<file path="src/rtl/tail_light_if.sv">
// Switch-side / lamp-side bundle for the tail-light sequencer.
//   master : drives left/right/hazard/brake, observes tail_lights/busy
//   slave  : the sequencer itself
// tail_lights is 2*LAMPS wide: left half [2*LAMPS-1:LAMPS], right half [LAMPS-1:0].
interface tail_light_if #(
    parameter int LAMPS = 3
);
    logic                 left;
    logic                 right;
    logic                 hazard;
    logic                 brake;
    logic [2*LAMPS-1:0]   tail_lights;
    logic                 busy;

    modport master (output left, right, hazard, brake, input tail_lights, busy);
    modport slave  (input left, right, hazard, brake, output tail_lights, busy);
endinterface

</file>
<file path="src/rtl/tail_light_sequencer.sv">
// Rear-lamp sequencer: outward turn sweeps, hazard flash, brake overlay,
// per-step dwell of TICK_DIV cycles.
// Ports:
//   clk    - clock, rising edge
//   reset  - asynchronous, active-high
//   bus    - tail_light_if slave: left/right/hazard/brake in, tail_lights/busy out
module tail_light_sequencer #(
    parameter int LAMPS    = 3,
    parameter int TICK_DIV = 1
) (
    input  logic            clk,
    input  logic            reset,
    tail_light_if.slave     bus
);
    localparam int SW = $clog2(LAMPS + 1);
    localparam int DW = (TICK_DIV > 1) ? $clog2(TICK_DIV) : 1;
    localparam logic [DW-1:0] DIV_MAX  = DW'(TICK_DIV - 1);
    localparam logic [SW-1:0] STEP_MAX = SW'(LAMPS);
    localparam logic [SW-1:0] STEP_ONE = SW'(1);

    typedef enum logic [1:0] {IDLE, LEFT, RIGHT, HAZ} state_t;

    state_t               r_state, w_state_nx;
    logic [SW-1:0]        r_step,  w_step_nx;
    logic [DW-1:0]        r_div,   w_div_nx;
    logic [2*LAMPS-1:0]   r_lamps, w_lamps_nx;
    logic                 r_busy,  w_busy_nx;
    logic                 w_tick;
    logic                 w_adv;

    assign w_tick = (r_div == DIV_MAX);

    // State register; divider preset so the first request after reset is taken at once
    always_ff @(posedge clk or posedge reset) begin
        if (reset) begin
            r_state <= IDLE;
            r_step  <= '0;
            r_div   <= DIV_MAX;
            r_lamps <= '0;
            r_busy  <= 1'b0;
        end else begin
            r_state <= w_state_nx;
            r_step  <= w_step_nx;
            r_div   <= w_div_nx;
            r_lamps <= w_lamps_nx;
            r_busy  <= w_busy_nx;
        end
    end

    // Next-state / step / divider
    always_comb begin
        w_state_nx = r_state;
        w_step_nx  = r_step;
        w_adv      = 1'b0;
        unique case (r_state)
            IDLE: if (w_tick) begin
                if (bus.hazard || (bus.left && bus.right)) begin
                    w_state_nx = HAZ;
                end else if (bus.left) begin
                    w_state_nx = LEFT;
                    w_step_nx  = STEP_ONE;
                end else if (bus.right) begin
                    w_state_nx = RIGHT;
                    w_step_nx  = STEP_ONE;
                end
            end
            LEFT, RIGHT: begin
                // hazard aborts immediately, even on the sequence's final tick
                if (bus.hazard) begin
                    w_state_nx = HAZ;
                    w_step_nx  = '0;
                end else if (w_tick) begin
                    if (r_step < STEP_MAX) begin
                        w_step_nx = r_step + STEP_ONE;
                        w_adv     = 1'b1;
                    end else begin
                        w_state_nx = IDLE;
                        w_step_nx  = '0;
                    end
                end
            end
            HAZ: if (w_tick) w_state_nx = IDLE;
            default: w_state_nx = IDLE;
        endcase

        if (w_state_nx != r_state || w_adv)
            w_div_nx = '0;
        else if (!w_tick)
            w_div_nx = r_div + DW'(1);
        else
            w_div_nx = r_div;
    end

    // Outputs from next-state values so they move on the same edge as the state
    always_comb begin
        w_lamps_nx = '0;
        for (int i = 0; i < LAMPS; i++) begin
            if (w_state_nx == LEFT)
                w_lamps_nx[LAMPS + i]     = (i < int'(w_step_nx));
            if (w_state_nx == RIGHT)
                w_lamps_nx[LAMPS - 1 - i] = (i < int'(w_step_nx));
        end
        if (w_state_nx == HAZ)
            w_lamps_nx = '1;
        if (bus.brake) begin
            unique case (w_state_nx)
                IDLE:    w_lamps_nx = '1;
                LEFT:    w_lamps_nx[LAMPS-1:0]       = '1;
                RIGHT:   w_lamps_nx[2*LAMPS-1:LAMPS] = '1;
                default: ;
            endcase
        end
        w_busy_nx = (w_state_nx != IDLE);
    end

    assign bus.tail_lights = r_lamps;
    assign bus.busy        = r_busy;
endmodule

</file>
<file path="src/flat_wrapper.sv">
// flat-port wrapper written by rule: the top's interface ports become plain ports
module tail_light_sequencer_flat 
#(
    parameter int LAMPS    = 3,
    parameter int TICK_DIV = 1
)
  (clk, reset, bus_left, bus_right, bus_hazard, bus_brake, bus_tail_lights, bus_busy);
  tail_light_if #(.LAMPS(LAMPS)) bus_i ();
  input  logic clk;
  input  logic reset;
  input wire logic [$bits(bus_i.left)-1:0] bus_left;
  input wire logic [$bits(bus_i.right)-1:0] bus_right;
  input wire logic [$bits(bus_i.hazard)-1:0] bus_hazard;
  input wire logic [$bits(bus_i.brake)-1:0] bus_brake;
  output wire logic [$bits(bus_i.tail_lights)-1:0] bus_tail_lights;
  output wire logic [$bits(bus_i.busy)-1:0] bus_busy;
  assign bus_i.left = bus_left;
  assign bus_i.right = bus_right;
  assign bus_i.hazard = bus_hazard;
  assign bus_i.brake = bus_brake;
  assign bus_tail_lights = bus_i.tail_lights;
  assign bus_busy = bus_i.busy;
  tail_light_sequencer #(.LAMPS(LAMPS), .TICK_DIV(TICK_DIV)) u_core (.clk(clk), .reset(reset), .bus(bus_i));
endmodule
</file>
<file path="config.mk">
export PLATFORM = sky130hd
export DESIGN_NAME = tail_light_sequencer_flat
export DESIGN_NICKNAME = d
export VERILOG_FILES = /design/src/rtl/tail_light_if.sv /design/src/rtl/tail_light_sequencer.sv /design/src/flat_wrapper.sv
export SDC_FILE = /design/constraint.sdc
export NUM_CORES = 1
export LEC_CHECK = 0
export CORE_AREA = 4 4 41 43
export CTS_CLUSTER_SIZE = 10
export DETAILED_ROUTE_END_ITERATION = 7
export DIE_AREA = 0 0 45 47
export GPL_TIMING_DRIVEN = 1
export PLACE_DENSITY = 0.76
export SETUP_SLACK_MARGIN = 0.3
export SKIP_CTS_REPAIR_TIMING = 1
export SLEW_MARGIN = 0
export SYNTH_ARGS = -nofsm -noshare
export SYNTH_HDL_FRONTEND = slang
export SYNTH_SLANG_ARGS = --single-unit
</file>
<file path="constraint.sdc">
create_clock -name clk -period 4.4 [get_ports clk]
set_input_delay 0.88 -clock clk [delete_from_list [all_inputs] [get_ports clk]]
set_output_delay 0.88 -clock clk [all_outputs]
set_load 0.02 [all_outputs]
</file>
Yosys cells after proc, flatten, opt, wreduce, memory -nomap -nowiden

Cells that the tools add are included.

Flip-flop bits (word level): 12
Input bits: 6
Logic and storage cells: 60

Add/sub/neg operators: 2
$lt $le $gt $ge: 4
Equality and inequality tests: 7
Multiplexer cells: 33
Reductions and logical operators: 9

Operators by type and width:

| kind                                                       | number |
|---|---|
| 2-to-1 mux 2 bit                                           | 15 |
| 2-to-1 mux 1 bit                                           | 12 |
| 2-to-1 mux 6 bit                                           | 2 |
| == test 2 bit (second input constant)                      | 4 |
| 2-to-1 mux 3 bit                                           | 2 |
| case mux 2 bit (3 select lines)                            | 1 |
| OR reduction 2 bit                                         | 3 |
| == test 2 x 1 -> 1 bit (second input constant)             | 2 |
| logical NOT 2 bit                                          | 2 |
| less-than comparator 1 x 2 -> 1 bit (first input constant) | 2 |
| case mux 2 bit (2 select lines)                            | 1 |
| adder 2 x 1 -> 2 bit (second input constant)               | 1 |
| logical OR 1 bit                                           | 2 |
| less-than comparator 2 bit (first input constant)          | 1 |
| less-than comparator 2 bit (second input constant)         | 1 |
| inequality test 2 bit                                      | 1 |
| nonzero test 2 bit                                         | 1 |
| adder 1 bit (second input constant)                        | 1 |
| logical AND 1 bit                                          | 1 |

Depth between registers and ports, before layout

Word-level depth: 10
Depth in mapped cells: 7
Gate-level depth less buffers: 7

Least setup slack after synthesis

OpenSTA, ideal clock, no wires.

Kind: input to register
From: input port bus_hazard
To: register u_core.r_lamps[0], in the netlist u_core.bus.tail_lights[0]
Setup time: 0.082 ns
Arrival: 1.770 ns
Path slack: 2.549 ns
Cell stages on the path: 4
Cells stage by stage: or4b_4 -> a22oi_2 -> o211ai_1 -> a31oi_1

Cells in the longest elaborated chain, start to end: 9
Elaborated cells between the ends (all ways): 19
Classes of those cells: order compare: 1; eq/ne: 3; mux: 12; reduce/logical: 3

Ends and longest elaborated chain:

| what                                                                                      | RTL line                                                 | text |
|---|---|---|
| start, declared                                                                           | flat_wrapper.sv:13                                       | `input wire logic [$bits(bus_i.hazard)-1:0] bus_hazard;` |
| logical OR 1 bit                                                                          | tail_light_sequencer.sv:57                               | `if (bus.hazard \|\| (bus.left && bus.right)) begin` |
| 2-to-1 mux 2 bit                                                                          | tail_light_sequencer.sv:57                               |  |
| 2-to-1 mux 2 bit                                                                          | tail_light_sequencer.sv:56                               | `IDLE: if (w_tick) begin` |
| case mux 2 bit (2 select lines) / case mux 2 bit (3 select lines) (equally long branches) | tail_light_sequencer.sv:55                               | `unique case (r_state)` |
| less-than comparator 2 bit / == test 2 bit (equally long branches)                        | tail_light_sequencer.sv:101, tail_light_sequencer.sv:100 |  |
| 2-to-1 mux 1 bit                                                                          | tail_light_sequencer.sv:100                              | `if (w_state_nx == RIGHT)` |
| 2-to-1 mux 6 bit                                                                          | tail_light_sequencer.sv:103                              | `if (w_state_nx == HAZ)` |
| 2-to-1 mux 3 bit                                                                          | tail_light_sequencer.sv:106                              | `unique case (w_state_nx)` |
| 2-to-1 mux 6 bit (*)                                                                      | tail_light_sequencer.sv:105                              | `if (bus.brake) begin` |
| net u_core.w_lamps_nx[0]                                                                  | tail_light_sequencer.sv:26                               | `logic [2*LAMPS-1:0] r_lamps, w_lamps_nx;` |
| end signal, assigned                                                                      | tail_light_sequencer.sv:45                               | `r_lamps <= w_lamps_nx;` |
| end, declared                                                                             | tail_light_sequencer.sv:26                               |  |

The timed path passes the listed nets; every way through them passes the cells marked *.

Worst setup path in the final report

Ends and elaborated chain as after synthesis.

==> reports/results.ini <==
[run_status]
status=completed

[setup_path]
worstPathMaxFanout=7
path_cells=clkdlybuf4s50_1 -> or4b_4 -> o211ai_1 -> o211ai_1 -> a31oi_1
cp-start-kind=input port
crit_arrival_ns=2.45
critical_path.max_stage_delay_ns=0.54
crit_path_top_delay_cell=or4b_4
endpoint_kind=flip-flop
required_ns=4.58
critPathTopFamily=simple AND/OR/NAND/NOR gates
crit_top_cell=o211ai_1
cp_num_buf_inv=1
worstSetupPathType=in -> reg

[clock_network]
cts_sinks=11
cts_tree=done
clk_latency_ns=0.26
cts_made_buffers=3
cts-root-buf=clkbuf_4
cts.clk_slew.worst_paths_ns=0.07
h-tree-depth=1
cts_buffer_depth=2

[timing]
final.setup_skew_ns=0.00754
fin_crit_ns=2.27
hold_slack_ns=0.702
rsz0062_at_grt=false
setup_viol=0
worst_pin_slew_ns=0.422
max_freq_mhz=441
slew_headroom_pct=71.8
hold_viol=0
min_period_over_period_pct=51.5
tns_ns=0
slew_violations=0

[detailed_routing]
routed-wl-met3_um=85
drt_pass1_iterations=4
vias=467
via_per_inst=5.43
topRoutingLayerUsed=met4
drt-met1-wl_um=534
ant_nets=0
wl_um=1170
drc_errors=0
wl_per_cell_um=13.6
drtIter0Drc=8
wl_met2_um=530

[synth]
synthXorXnorAreaFrac_pct=1.57
syn_area_um2=557
synth_warnings=0
yosys.area_share.simple_pct=15.3
synth_compound_area_share_pct=20.9
avgSynthCellArea_um2=10.1
synth.yosys.seq_area_share_pct=49.4
synth_nets=64
synthArstFlopShare_pct=100
synth_top_family_by_area=compound AO/OA/AOI/OAI gates
synthMuxAreaShare_pct=0
ys_ff_latch=11
synthFlopType=dfrtp_1
synth_cells=55
synthAdderAreaFrac_pct=6.74
synth_edf_count=0
synth_cell_types=19

[floorplan]
ioPinCount=13
initial_core_util_pct=42.8
core-area_mm2=0.00130
die_h_um=47
num_rows=13
die_x_um=45
die_area_mm2=0.00212

[global_routing]
antenna_found_initial=0
grt_pass1_wl_um=1800
grt_usage_pct=12.7
grt_max_degree=12
grt_pass1_vias=423
grt-ovfl-total=0

[placed_design]
io_buffers=12
dp_hpwl_um=897
post-place-cells=82
place_congestion=0.776

[layout]
antenna_cells=0
final.fill_count=122
multiInputGateArea_um2=248
nets=81
final-seq-area_um2=275
instances_no_fill=86
area_growth_pct=29.7
drive_above_1_share_pct=8.45

[pwr]
p_leak_nw=0.339
p_per_area_mw_per_mm2=847
vdd_drop_max_uv=382

[hold_path]
hp-class=reg -> reg

[run]
drv_cap=0

[registers in the layout (all words and copies together) (netlist names)]
register	count
u_core.r_step	2
u_core.bus.tail_lights	6
u_core.r_state	2
u_core.bus.busy	1
[report_power, final]
part	internal, mW	total (mW)	leakage [nW]	switching (mW)
clock	0.0350	0.0665	0.0150	0.0315
combinational	0.156	0.364	0.195	0.208
sequential	0.155	0.181	0.129	0.0256
[metrics by stage]
| stage | area, um^2 | power (mW) | util (%) | worst slack (ns) |
|---|---|---|---|---|
| after floorplan | 557 | 0.425 | - | 2.55 |
| after global placement | 696 | 0.539 | 53.5 | 1.93 |
| after detailed placement | 696 | 0.546 | 53.5 | 1.86 |
| after CTS | 722 | 0.618 | 55.5 | 2.14 |
| after global routing | 722 | 0.673 | 55.5 | 2.01 |
| final | 722 | 0.612 | 55.5 | 2.13 |
[final cells by class]
class | instances | share of cell area (%)
Timing Repair Buffer | 12 | 16.6
Sequential cell | 11 | 38.1
Inverter | 9 | 4.68
Multi-Input combinational cell | 35 | 34.3
Tap cell | 15 | 2.60
Clock buffer | 4 | 3.64
[cells in the mapped netlist, types with 2 or more instances]
library cell	n	area share, %
nand2b_1	3	3.4
a31oi_1	4	4.5
nor2_1	4	2.7
nor3_1	2	1.8
nand2_1	4	2.7
nor2b_1	2	2.2
ha_1	3	6.7
a21oi_1	2	1.8
inv_1	9	6.1
o211ai_1	2	2.7
a41oi_1	2	3.1
dfrtp_1	11	49
[metal layers]
metal	vias up	global-route usage, %
met5	-	0
met4	0	8.77
met3	4	3.83
met2	17	18.9
met1	217	15.7
li1	229	-
[worst min-delay path, delay by kind of cell, from the launching register on]
family / cells / cell delay (ns)
flops: 1 / 0.37
simple gates: 2 / 0.15
compound gates: 1 / 0.09
buf+inv: 1 / 0.06
[placed cells by master (no fill, tap or decap), drive strengths merged]
cell type      count
o31ai              1
nor3               2
or4b               1
dfrtp             11
clkdlybuf4s50     12
a41oi              2
o211ai             2
nand2              4
o31a               2
nand2b             3
ha                 3
a21oi              2
nor2               4
a31oi              4
xnor2              1
o211a              1
inv                9
nor2b              2
a22oi              1
clkbuf             4
[worst paths after layout]
| path | startpoint | depth (start not counted) | endpoint | slack [ns] |
|---|---|---|---|---|
| worst max-delay path | bus_hazard | 5 | u_core.bus.tail_lights[0] | 2.13 |
| worst min-delay path | u_core.r_step[1] | 4 | u_core.r_step[1] | 0.70 |
| min in group asynchronous | reset | 2 | u_core.r_state[1] | 0.90 |
| worst min register to register | u_core.r_step[1] | 4 | u_core.r_step[1] | 0.70 |
| max in group asynchronous | reset | 2 | u_core.r_state[0] | 3.20 |
| worst max register to register | u_core.r_state[1] | 6 | u_core.bus.tail_lights[0] | 2.56 |
[cell families (layout without fill, tap and decap cells)]
group	count (synthesis)	count (layout)
xor+xnor	1	1
fa+ha+maj	3	3
flops	11	11
buf+inv	9	25
compound gates	15	15
simple gates	16	16
No activity file was read; power rests on OpenSTA's default activity.
